File: config.mk
export PLATFORM = sky130hd
export DESIGN_NAME = regfile_write_arbiter
export DESIGN_NICKNAME = d
export VERILOG_FILES = /design/src/rtl/regfile_write_arbiter.sv
export SDC_FILE = /design/constraint.sdc
export NUM_CORES = 1
export LEC_CHECK = 0
export ABC_CLOCK_PERIOD_IN_PS = 5800
export CAP_MARGIN = 20
export CORE_ASPECT_RATIO = 1.5
export CORE_MARGIN = 4
export CORE_UTILIZATION = 40
export CTS_BUF_LIST = sky130_fd_sc_hd__clkbuf_4 sky130_fd_sc_hd__clkbuf_8
export DETAILED_ROUTE_END_ITERATION = 8
export SLEW_MARGIN = 30
export SYNTH_ARGS = -nofsm -noshare
export SYNTH_HDL_FRONTEND = slang
export SYNTH_SLANG_ARGS = --single-unit
File: constraint.sdc
create_clock -name CLK -period 5.8 [get_ports CLK]
set_input_delay 1.16 -clock CLK [delete_from_list [all_inputs] [get_ports CLK]]
set_output_delay 1.16 -clock CLK [all_outputs]
set_load 0.05 [all_outputs]
File: src/rtl/regfile_write_arbiter.sv
// Two-requester write-back arbiter for the register file write port.
// Per-requester FIFOs drained round-robin into registered RF write signals.
module regfile_write_arbiter #(
    parameter int DATA_W = 32,
    parameter int ADDR_W = 5,
    parameter int QDEPTH = 2
) (
    input  logic              CLK,
    input  logic              RESET,
    input  logic              FLUSH,
    input  logic              ALU_VALID,
    input  logic [ADDR_W-1:0] ALU_ADDR,
    input  logic [DATA_W-1:0] ALU_DATA,
    output logic              ALU_READY,
    input  logic              MEM_VALID,
    input  logic [ADDR_W-1:0] MEM_ADDR,
    input  logic [DATA_W-1:0] MEM_DATA,
    output logic              MEM_READY,
    output logic              RF_WRITE,
    output logic [ADDR_W-1:0] RF_ADDR,
    output logic [DATA_W-1:0] RF_DATA,
    input  logic [ADDR_W-1:0] RD1_ADDR,
    input  logic [ADDR_W-1:0] RD2_ADDR,
    output logic              RD1_BUSY,
    output logic              RD2_BUSY
);

    localparam int PW = (QDEPTH > 1) ? $clog2(QDEPTH) : 1;
    localparam int CW = PW + 1;

    typedef enum logic [1:0] {
        IDLE    = 2'd0,
        GNT_ALU = 2'd1,
        GNT_MEM = 2'd2
    } state_t;

    // Index 0 is the ALU requester, index 1 the MEM requester.
    logic [ADDR_W-1:0] addr_q [2][QDEPTH];
    logic [DATA_W-1:0] data_q [2][QDEPTH];
    logic [QDEPTH-1:0] vld_q [2];
    logic [QDEPTH-1:0] vld_d [2];
    logic [PW-1:0]     head_q [2];
    logic [PW-1:0]     head_d [2];
    logic [PW-1:0]     tail_q [2];
    logic [PW-1:0]     tail_d [2];
    logic [CW-1:0]     cnt_q [2];
    logic [CW-1:0]     cnt_d [2];

    state_t            state_q, state_d;
    logic              last_q, last_d;
    logic [ADDR_W-1:0] rf_addr_q, rf_addr_d;
    logic [DATA_W-1:0] rf_data_q, rf_data_d;

    logic [ADDR_W-1:0] in_addr [2];
    logic [DATA_W-1:0] in_data [2];
    logic [1:0]        req, rdy, push, pop, nonempty;

    always_comb begin
        in_addr[0] = ALU_ADDR;
        in_addr[1] = MEM_ADDR;
        in_data[0] = ALU_DATA;
        in_data[1] = MEM_DATA;
        req        = {MEM_VALID, ALU_VALID};
        for (int r = 0; r < 2; r++) begin
            rdy[r]      = cnt_q[r] < CW'(QDEPTH);
            nonempty[r] = cnt_q[r] != '0;
            // x0 writes complete the handshake but are never queued
            push[r]     = req[r] && rdy[r] && (in_addr[r] != '0) && !FLUSH;
        end
    end

    always_comb begin
        state_d   = IDLE;
        last_d    = last_q;
        rf_addr_d = rf_addr_q;
        rf_data_d = rf_data_q;
        if (!FLUSH) begin
            unique case (1'b1)
                nonempty[0] && nonempty[1]:  state_d = last_q ? GNT_ALU : GNT_MEM;
                nonempty[0] && !nonempty[1]: state_d = GNT_ALU;
                !nonempty[0] && nonempty[1]: state_d = GNT_MEM;
                default:                     state_d = IDLE;
            endcase
        end
        pop[0] = state_d == GNT_ALU;
        pop[1] = state_d == GNT_MEM;
        for (int r = 0; r < 2; r++) begin
            if (pop[r]) begin
                last_d    = (r == 1);
                rf_addr_d = addr_q[r][head_q[r]];
                rf_data_d = data_q[r][head_q[r]];
            end
        end
    end

    always_comb begin
        for (int r = 0; r < 2; r++) begin
            vld_d[r]  = vld_q[r];
            head_d[r] = head_q[r];
            tail_d[r] = tail_q[r];
            cnt_d[r]  = cnt_q[r];
            if (FLUSH) begin
                vld_d[r]  = '0;
                head_d[r] = '0;
                tail_d[r] = '0;
                cnt_d[r]  = '0;
            end else begin
                if (push[r]) begin
                    vld_d[r][tail_q[r]] = 1'b1;
                    tail_d[r] = tail_q[r] + PW'(1);
                end
                if (pop[r]) begin
                    vld_d[r][head_q[r]] = 1'b0;
                    head_d[r] = head_q[r] + PW'(1);
                end
                cnt_d[r] = cnt_q[r] + CW'(push[r]) - CW'(pop[r]);
            end
        end
    end

    always_ff @(posedge CLK or negedge RESET) begin
        if (!RESET) begin
            state_q   <= IDLE;
            last_q    <= 1'b0;
            rf_addr_q <= '0;
            rf_data_q <= '0;
            for (int r = 0; r < 2; r++) begin
                vld_q[r]  <= '0;
                head_q[r] <= '0;
                tail_q[r] <= '0;
                cnt_q[r]  <= '0;
            end
        end else begin
            state_q   <= state_d;
            last_q    <= last_d;
            rf_addr_q <= rf_addr_d;
            rf_data_q <= rf_data_d;
            for (int r = 0; r < 2; r++) begin
                vld_q[r]  <= vld_d[r];
                head_q[r] <= head_d[r];
                tail_q[r] <= tail_d[r];
                cnt_q[r]  <= cnt_d[r];
            end
        end
    end

    // Payload storage needs no reset: slot contents are qualified by vld_q
    always_ff @(posedge CLK) begin
        for (int r = 0; r < 2; r++) begin
            if (push[r]) begin
                addr_q[r][tail_q[r]] <= in_addr[r];
                data_q[r][tail_q[r]] <= in_data[r];
            end
        end
    end

    logic hit1, hit2;

    always_comb begin
        hit1 = (state_q != IDLE) && (rf_addr_q == RD1_ADDR);
        hit2 = (state_q != IDLE) && (rf_addr_q == RD2_ADDR);
        for (int r = 0; r < 2; r++) begin
            for (int i = 0; i < QDEPTH; i++) begin
                if (vld_q[r][i] && addr_q[r][i] == RD1_ADDR) hit1 = 1'b1;
                if (vld_q[r][i] && addr_q[r][i] == RD2_ADDR) hit2 = 1'b1;
            end
        end
    end

    assign ALU_READY = rdy[0];
    assign MEM_READY = rdy[1];
    assign RF_WRITE  = state_q != IDLE;
    assign RF_ADDR   = rf_addr_q;
    assign RF_DATA   = rf_data_q;
    assign RD1_BUSY  = hit1 && (RD1_ADDR != '0);
    assign RD2_BUSY  = hit2 && (RD2_ADDR != '0);

endmodule

==> impl_metrics.py, run 1 <==
metrics = {
    "yosys": {
        "synth_xor_area_share_pct": 5.871,
        "synth_simple_gate_area_share_pct": 6.680,
        "syn_area_um2": 8354,
        "synth_compound_area_share_pct": 5.946,
        "synth_top_family_by_area": "multiplexers",
        "yosysWarnings": 0,
        "muxShareOfSynthArea_pct": 9.555,
        "avgSynthCellArea_um2": 14.02,
        "syn_inst": 596,
        "synthesis.nets": 691,
        "synth_cell_types": 31,
        "ys_ff_latch": 200,
        "synthAdderAreaFrac_pct": 0.8986,
        "yosysSeqAreaShare_pct": 68.77,
    },
    "finish": {
        "final_cells": 991,
        "final_area_um2": 10320,
        "final_nets": 809,
        "layout_commonest_cell": "edfxtp_1",
        "drive_gt1_share_pct": 12.65,
        "layout_common_cells": "148 x edfxtp_1, 129 x clkdlybuf4s50_1, 50 x dfrtp_1",
        "num_antenna_cells": 0,
        "area_delta_synth_final_pct": 23.51,
        "finish.utilization_pct": 50.34,
    },
    "clocking": {
        "htree_levels": 4,
        "ctsHoldBuffers": 0,
        "root_buffer": "clkbuf_8",
        "cts.sinks": 200,
        "cts_buffer_depth": 2,
        "cts_tree": "done",
        "clk_pin_slew_ns": 0.10,
        "ctsResizeCount": 0,
        "postCtsSetupRepairBufs": 0,
        "worstSkewPairLatency_ns": 0.46,
        "cts_buffers": 17,
    },
    "routing": {
        "ant_nets": 0,
        "first_pass_iters": 4,
        "drtIter0Drc": 266,
        "routedWlPerCell_um": 19.67,
        "vias": 5094,
        "route.detailed.drc": 0,
        "via_per_inst": 5.140,
        "routed_wl_um": 19490,
    },
    "job": {
        "maxCapViolCount": 0,
    },
    "critical_path": {
        "cp_cell_sequence": "clkdlybuf4s50_1 -> inv_1 -> a221oi_1 -> nand3_1 -> o21ai_0 -> o22a_1 -> clkdlybuf4s50_1",
        "critPathLaunchType": "input pin",
        "critical_path_class": "input pin to output pin",
        "endpoint_kind": "output pin",
        "critPathMaxStageDelay_ns": 0.80,
        "cpMostUsedCell": "clkdlybuf4s50_1",
        "cpMaxStageDelayCell": "clkdlybuf4s50_1",
        "crit_required_ns": 4.64,
        "arrival_ns": 3.57,
        "path_max_fanout": 6,
    },
    "placed_design": {
        "hpwl_um": 13030,
        "gp_congestion": 0.9025,
        "io_buffers": 130,
        "dp_cells": 959,
        "place_area_um2": 9911,
        "pre_cts_slack_ns": 1.068,
    },
    "die": {
        "start_util_pct": 40.75,
        "dieWidth_um": 126,
        "die_area_um2": 23310,
        "row_count": 64,
        "core_area_um2": 20500,
        "die_y_um": 185,
        "io_pins": 131,
    },
    "sta": {
        "tightest_slew_ns": 0.8446,
        "postLayoutSetupSlackWorst_ns": 1.072,
        "drv_slew": 0,
        "hold_viol_final": 0,
        "rsz0062_at_grt": "no",
        "tns_ns": 0,
        "finalCritPeriodShare_pct": 81.53,
        "finalSetupViolCount": 0,
        "finalClockSkew_ns": 0.01344,
        "clock.fmax_ghz": 0.2115,
        "holdWs_ns": 0.4968,
        "period_needed_ns": 4.728,
        "relSlewSlack_pct": 43.69,
    },
    "global_route": {
        "gr-total-overflow": 0,
        "antenna_found_initial": 0,
        "grt_pass1_wl_um": 30190,
        "met3_usage_pct": 3.347,
        "grt_pass1_vias": 5568,
        "grt_max_degree": 79,
        "grtUsageTotal_pct": 16.96,
        "met1_usage_pct": 18.25,
        "met2_usage_pct": 31.98,
        "grt.busiest_layer": "met2",
    },
    "power_and_ir_drop": {
        "power_density_nw_per_um2": 449.4,
        "ir_drop_mv": 0.1813,
        "power_leakage_nw": 3.672,
        "finalPower_mw": 4.637,
    },
    "status": {
        "status": "completed",
    },
    "worst_hold_path": {
        "hp-class": "flip-flop to flip-flop",
    },
}
[per-layer routing]
layer  up-vias  wire length (µm)
li1       2370                 -
met1      2556              7311
met2       131             10870
met3        37               679
met4         0               630
met5         -                 0
[registers in the layout, indices dropped and copies added, names as in the netlist]
register	flops
state_q	2
RF_ADDR	5
vld_q	4
addr_q	20
tail_q	2
last_q	1
cnt_q	4
data_q	128
RF_DATA	32
head_q	2
[worst max-delay path, delay by kind of cell]
family / cells / cell delay [ns]
AND/OR/NAND/NOR: 1 / 0.12
AO/OA/AOI/OAI: 3 / 0.72
buffers and inverters: 3 / 1.56
[worst paths after layout]
path,depth (start not counted),to,startpoint,slack (ns)
worst max-delay path,7,RD2_BUSY,RD2_ADDR[2],1.07
worst min-delay path,2,RF_DATA[20],RF_DATA[20],0.50
worst max register to register,6,RF_DATA[1],cnt_q[3],3.22
worst min register to register,2,RF_DATA[20],RF_DATA[20],0.50
max in group asynchronous,2,head_q[0],RESET,4.37
min in group asynchronous,2,RF_DATA[0],RESET,0.83
[where the power goes]
| group | switching [mW] | internal, mW |
|---|---|---|
| registers | 0.190 | 1.81 |
| logic | 1.09 | 0.646 |
| clock network | 0.499 | 0.399 |
[kinds of logic after synthesis]
family / count (synthesis)
buffers and inverters: 48
AOI/OAI and AO/OA: 88
adders and majority gates: 6
muxes: 75
DFF: 200
xor gates and xnor gates: 56
and+or+nand+nor: 123
[area by class of cell]
cell class	count	area, µm²
clock buffer	18	241.5
timing repair buffer	137	1361
clock inverter	14	160.2
inverter	10	37.54
multi-input combinational	348	2437
tap	264	330.3
fill	1873	10180
sequential	200	5751
[cells in the mapped netlist]
library cell,count,area [µm²]
a211o_1,1,8.760
a21oi_1,39,195.2
a221oi_1,1,8.760
and2_4,2,17.52
buf_1,3,11.26
buf_2,8,40.04
clkbuf_1,27,101.4
dfrtp_1,52,1301
edfxtp_1,148,4444
ha_1,6,75.07
inv_1,10,37.54
mux2_2,38,427.9
mux2i_1,37,370.4
nand2_1,38,142.6
nand3_1,11,55.05
nand4_1,1,6.260
nor2_1,46,172.7
nor2_2,2,12.51
nor2b_1,5,31.28
nor3_1,4,20.02
nor4_1,8,50.05
o211ai_4,2,42.54
o21a_1,2,15.01
o21ai_0,40,200.2
o221ai_1,1,8.760
o22a_1,2,17.52
or2_2,2,12.51
or4_1,2,15.01
or4_4,2,22.52
xnor2_1,20,175.2
xor2_1,36,315.3
No activity file was read; power rests on OpenSTA's default activity.
==> run 2: changes to the inputs <==
Settings changed: ABC_CLOCK_PERIOD_IN_PS 5800 to 4500.
Clock period 5.8 ns to 4.5 ns, I/O delays scaled along.
==> impl_metrics.py, run 2 (same netlist as run 1, synthesis figures left out) <==
metrics = {
    "sta": {
        "finalCritPeriodShare_pct": 93.12,
        "hold_viol_final": 0,
        "drv_slew": 0,
        "relSlewSlack_pct": 50.48,
        "finalClockSkew_ns": 0.01323,
        "tns_ns": 0,
        "tightest_slew_ns": 0.7428,
        "finalSetupViolCount": 0,
        "clock.fmax_ghz": 0.2386,
        "period_needed_ns": 4.191,
        "rsz0062_at_grt": "no",
    },
    "die": {
        "core_area_um2": 20500,
        "start_util_pct": 40.75,
        "io_pins": 131,
        "row_count": 64,
        "die_y_um": 185,
        "dieWidth_um": 126,
        "die_area_um2": 23310,
    },
    "clocking": {
        "cts.sinks": 200,
        "cts_tree": "done",
        "root_buffer": "clkbuf_8",
        "cts_buffer_depth": 2,
        "clk_pin_slew_ns": 0.10,
        "ctsHoldBuffers": 0,
        "htree_levels": 4,
        "postCtsSetupRepairBufs": 0,
        "ctsResizeCount": 0,
        "worstSkewPairLatency_ns": 0.47,
        "cts_buffers": 17,
    },
    "routing": {
        "route.detailed.drc": 0,
        "first_pass_iters": 5,
        "routed_wl_um": 19310,
        "drtIter0Drc": 284,
        "routedWlPerCell_um": 19.43,
        "ant_nets": 0,
        "via_per_inst": 5.026,
        "vias": 4996,
    },
    "critical_path": {
        "critPathTopFamily": "buffers and inverters",
        "path_depth": 7,
        "critPathMaxStageDelay_ns": 0.81,
        "endpoint_kind": "output pin",
        "path_max_fanout": 6,
        "arrival_ns": 3.29,
        "crit_buf_inv": 3,
        "critPathLaunchType": "input pin",
        "cp_cell_sequence": "clkdlybuf4s50_1 -> inv_1 -> a221oi_1 -> nand3_1 -> o21ai_0 -> o22a_1 -> clkdlybuf4s50_1",
        "cpMaxStageDelayCell": "clkdlybuf4s50_1",
        "crit_required_ns": 3.60,
        "cpMostUsedCell": "clkdlybuf4s50_1",
        "critical_path_class": "input pin to output pin",
        "ff2ff_path_depth": 6,
    },
    "job": {
        "maxCapViolCount": 0,
    },
    "power_and_ir_drop": {
        "finalPower_mw": 6.032,
        "power_leakage_nw": 3.707,
        "ir_drop_mv": 0.3528,
        "power_density_nw_per_um2": 582.3,
    },
    "finish": {
        "layout_commonest_cell": "edfxtp_1",
        "num_antenna_cells": 0,
        "area_delta_synth_final_pct": 23.99,
        "finish.utilization_pct": 50.53,
        "drive_gt1_share_pct": 13.15,
        "largest_register_ffs": 128,
        "layout_common_cells": "148 x edfxtp_1, 129 x clkdlybuf4s50_1, 50 x dfrtp_1",
        "final_nets": 812,
    },
    "global_route": {
        "grt_pass1_vias": 5426,
        "grtUsageTotal_pct": 16.92,
        "gr-total-overflow": 0,
        "grt_pass1_wl_um": 29920,
        "antenna_found_initial": 0,
        "grt_max_degree": 42,
    },
    "worst_hold_path": {
        "hp-class": "input pin to async pin",
    },
    "status": {
        "status": "completed",
    },
    "placed_design": {
        "gp_congestion": 0.9227,
        "io_buffers": 130,
        "hpwl_um": 13040,
    },
}
==> run 2: through the flow <==
| stage | std cells | area (µm²) | hold WS, ns | setup WS, ns |
|---|---|---|---|---|
| floorplan | 596 | 8354 | 0.4850 | 0.3048 |
| global placement | 962 | 9931 | 0.4712 | 0.4407 |
| detailed placement | 962 | 9933 | 0.4732 | 0.3153 |
| CTS | 994 | 10360 | 0.4759 | 0.3178 |
| global route | 994 | 10360 | 0.4946 | 0.1511 |
| finish | 994 | 10360 | 0.4667 | 0.3094 |
==> run 2: area by class of cell <==
type | instances | area (µm²)
inverter | 10 | 37.54
sequential | 200 | 5751
timing repair buffer | 140 | 1384
fill | 1855 | 10140
clock inverter | 8 | 120.1
tap | 264 | 330.3
clock buffer | 24 | 305.3
multi-input combinational | 348 | 2431
==> run 2: worst paths after layout <==
kind,from,to,slack [ns]
setup reg to reg,cnt_q[3],RF_DATA[1],2.24
setup / recovery,RD2_ADDR[2],RD2_BUSY,0.31
max in group asynchronous,RESET,head_q[0],3.12
hold reg to reg,RF_DATA[18],RF_DATA[18],0.49
hold / removal,RESET,RF_DATA[0],0.47
min in group CLK,RF_DATA[18],RF_DATA[18],0.49
==> run 2: power breakdown <==
group          internal [mW]  switching, mW  total (mW)
registers               2.33          0.251        2.58
logic                  0.848           1.40        2.25
clock network          0.616          0.585        1.20
total                   3.79           2.24        6.03
==> run 2: layer usage <==
layer | GRT usage (%) | wire length, µm | vias up
li1 | - | - | 2377
met1 | 18.81 | 7450 | 2434
met2 | 30.76 | 10480 | 140
met3 | 3.491 | 722 | 45
met4 | 8.244 | 654 | 0
met5 | 0 | 0 | -
==> run 2: worst reg2reg max path: stages, from the launching register on <==
cell and delay [ns]:
dfrtp_1 0.41, or2_2 0.32, a211o_1 0.32, inv_1 0.08, ha_2 0.59, buf_12 0.27
o21ai_0 0.16
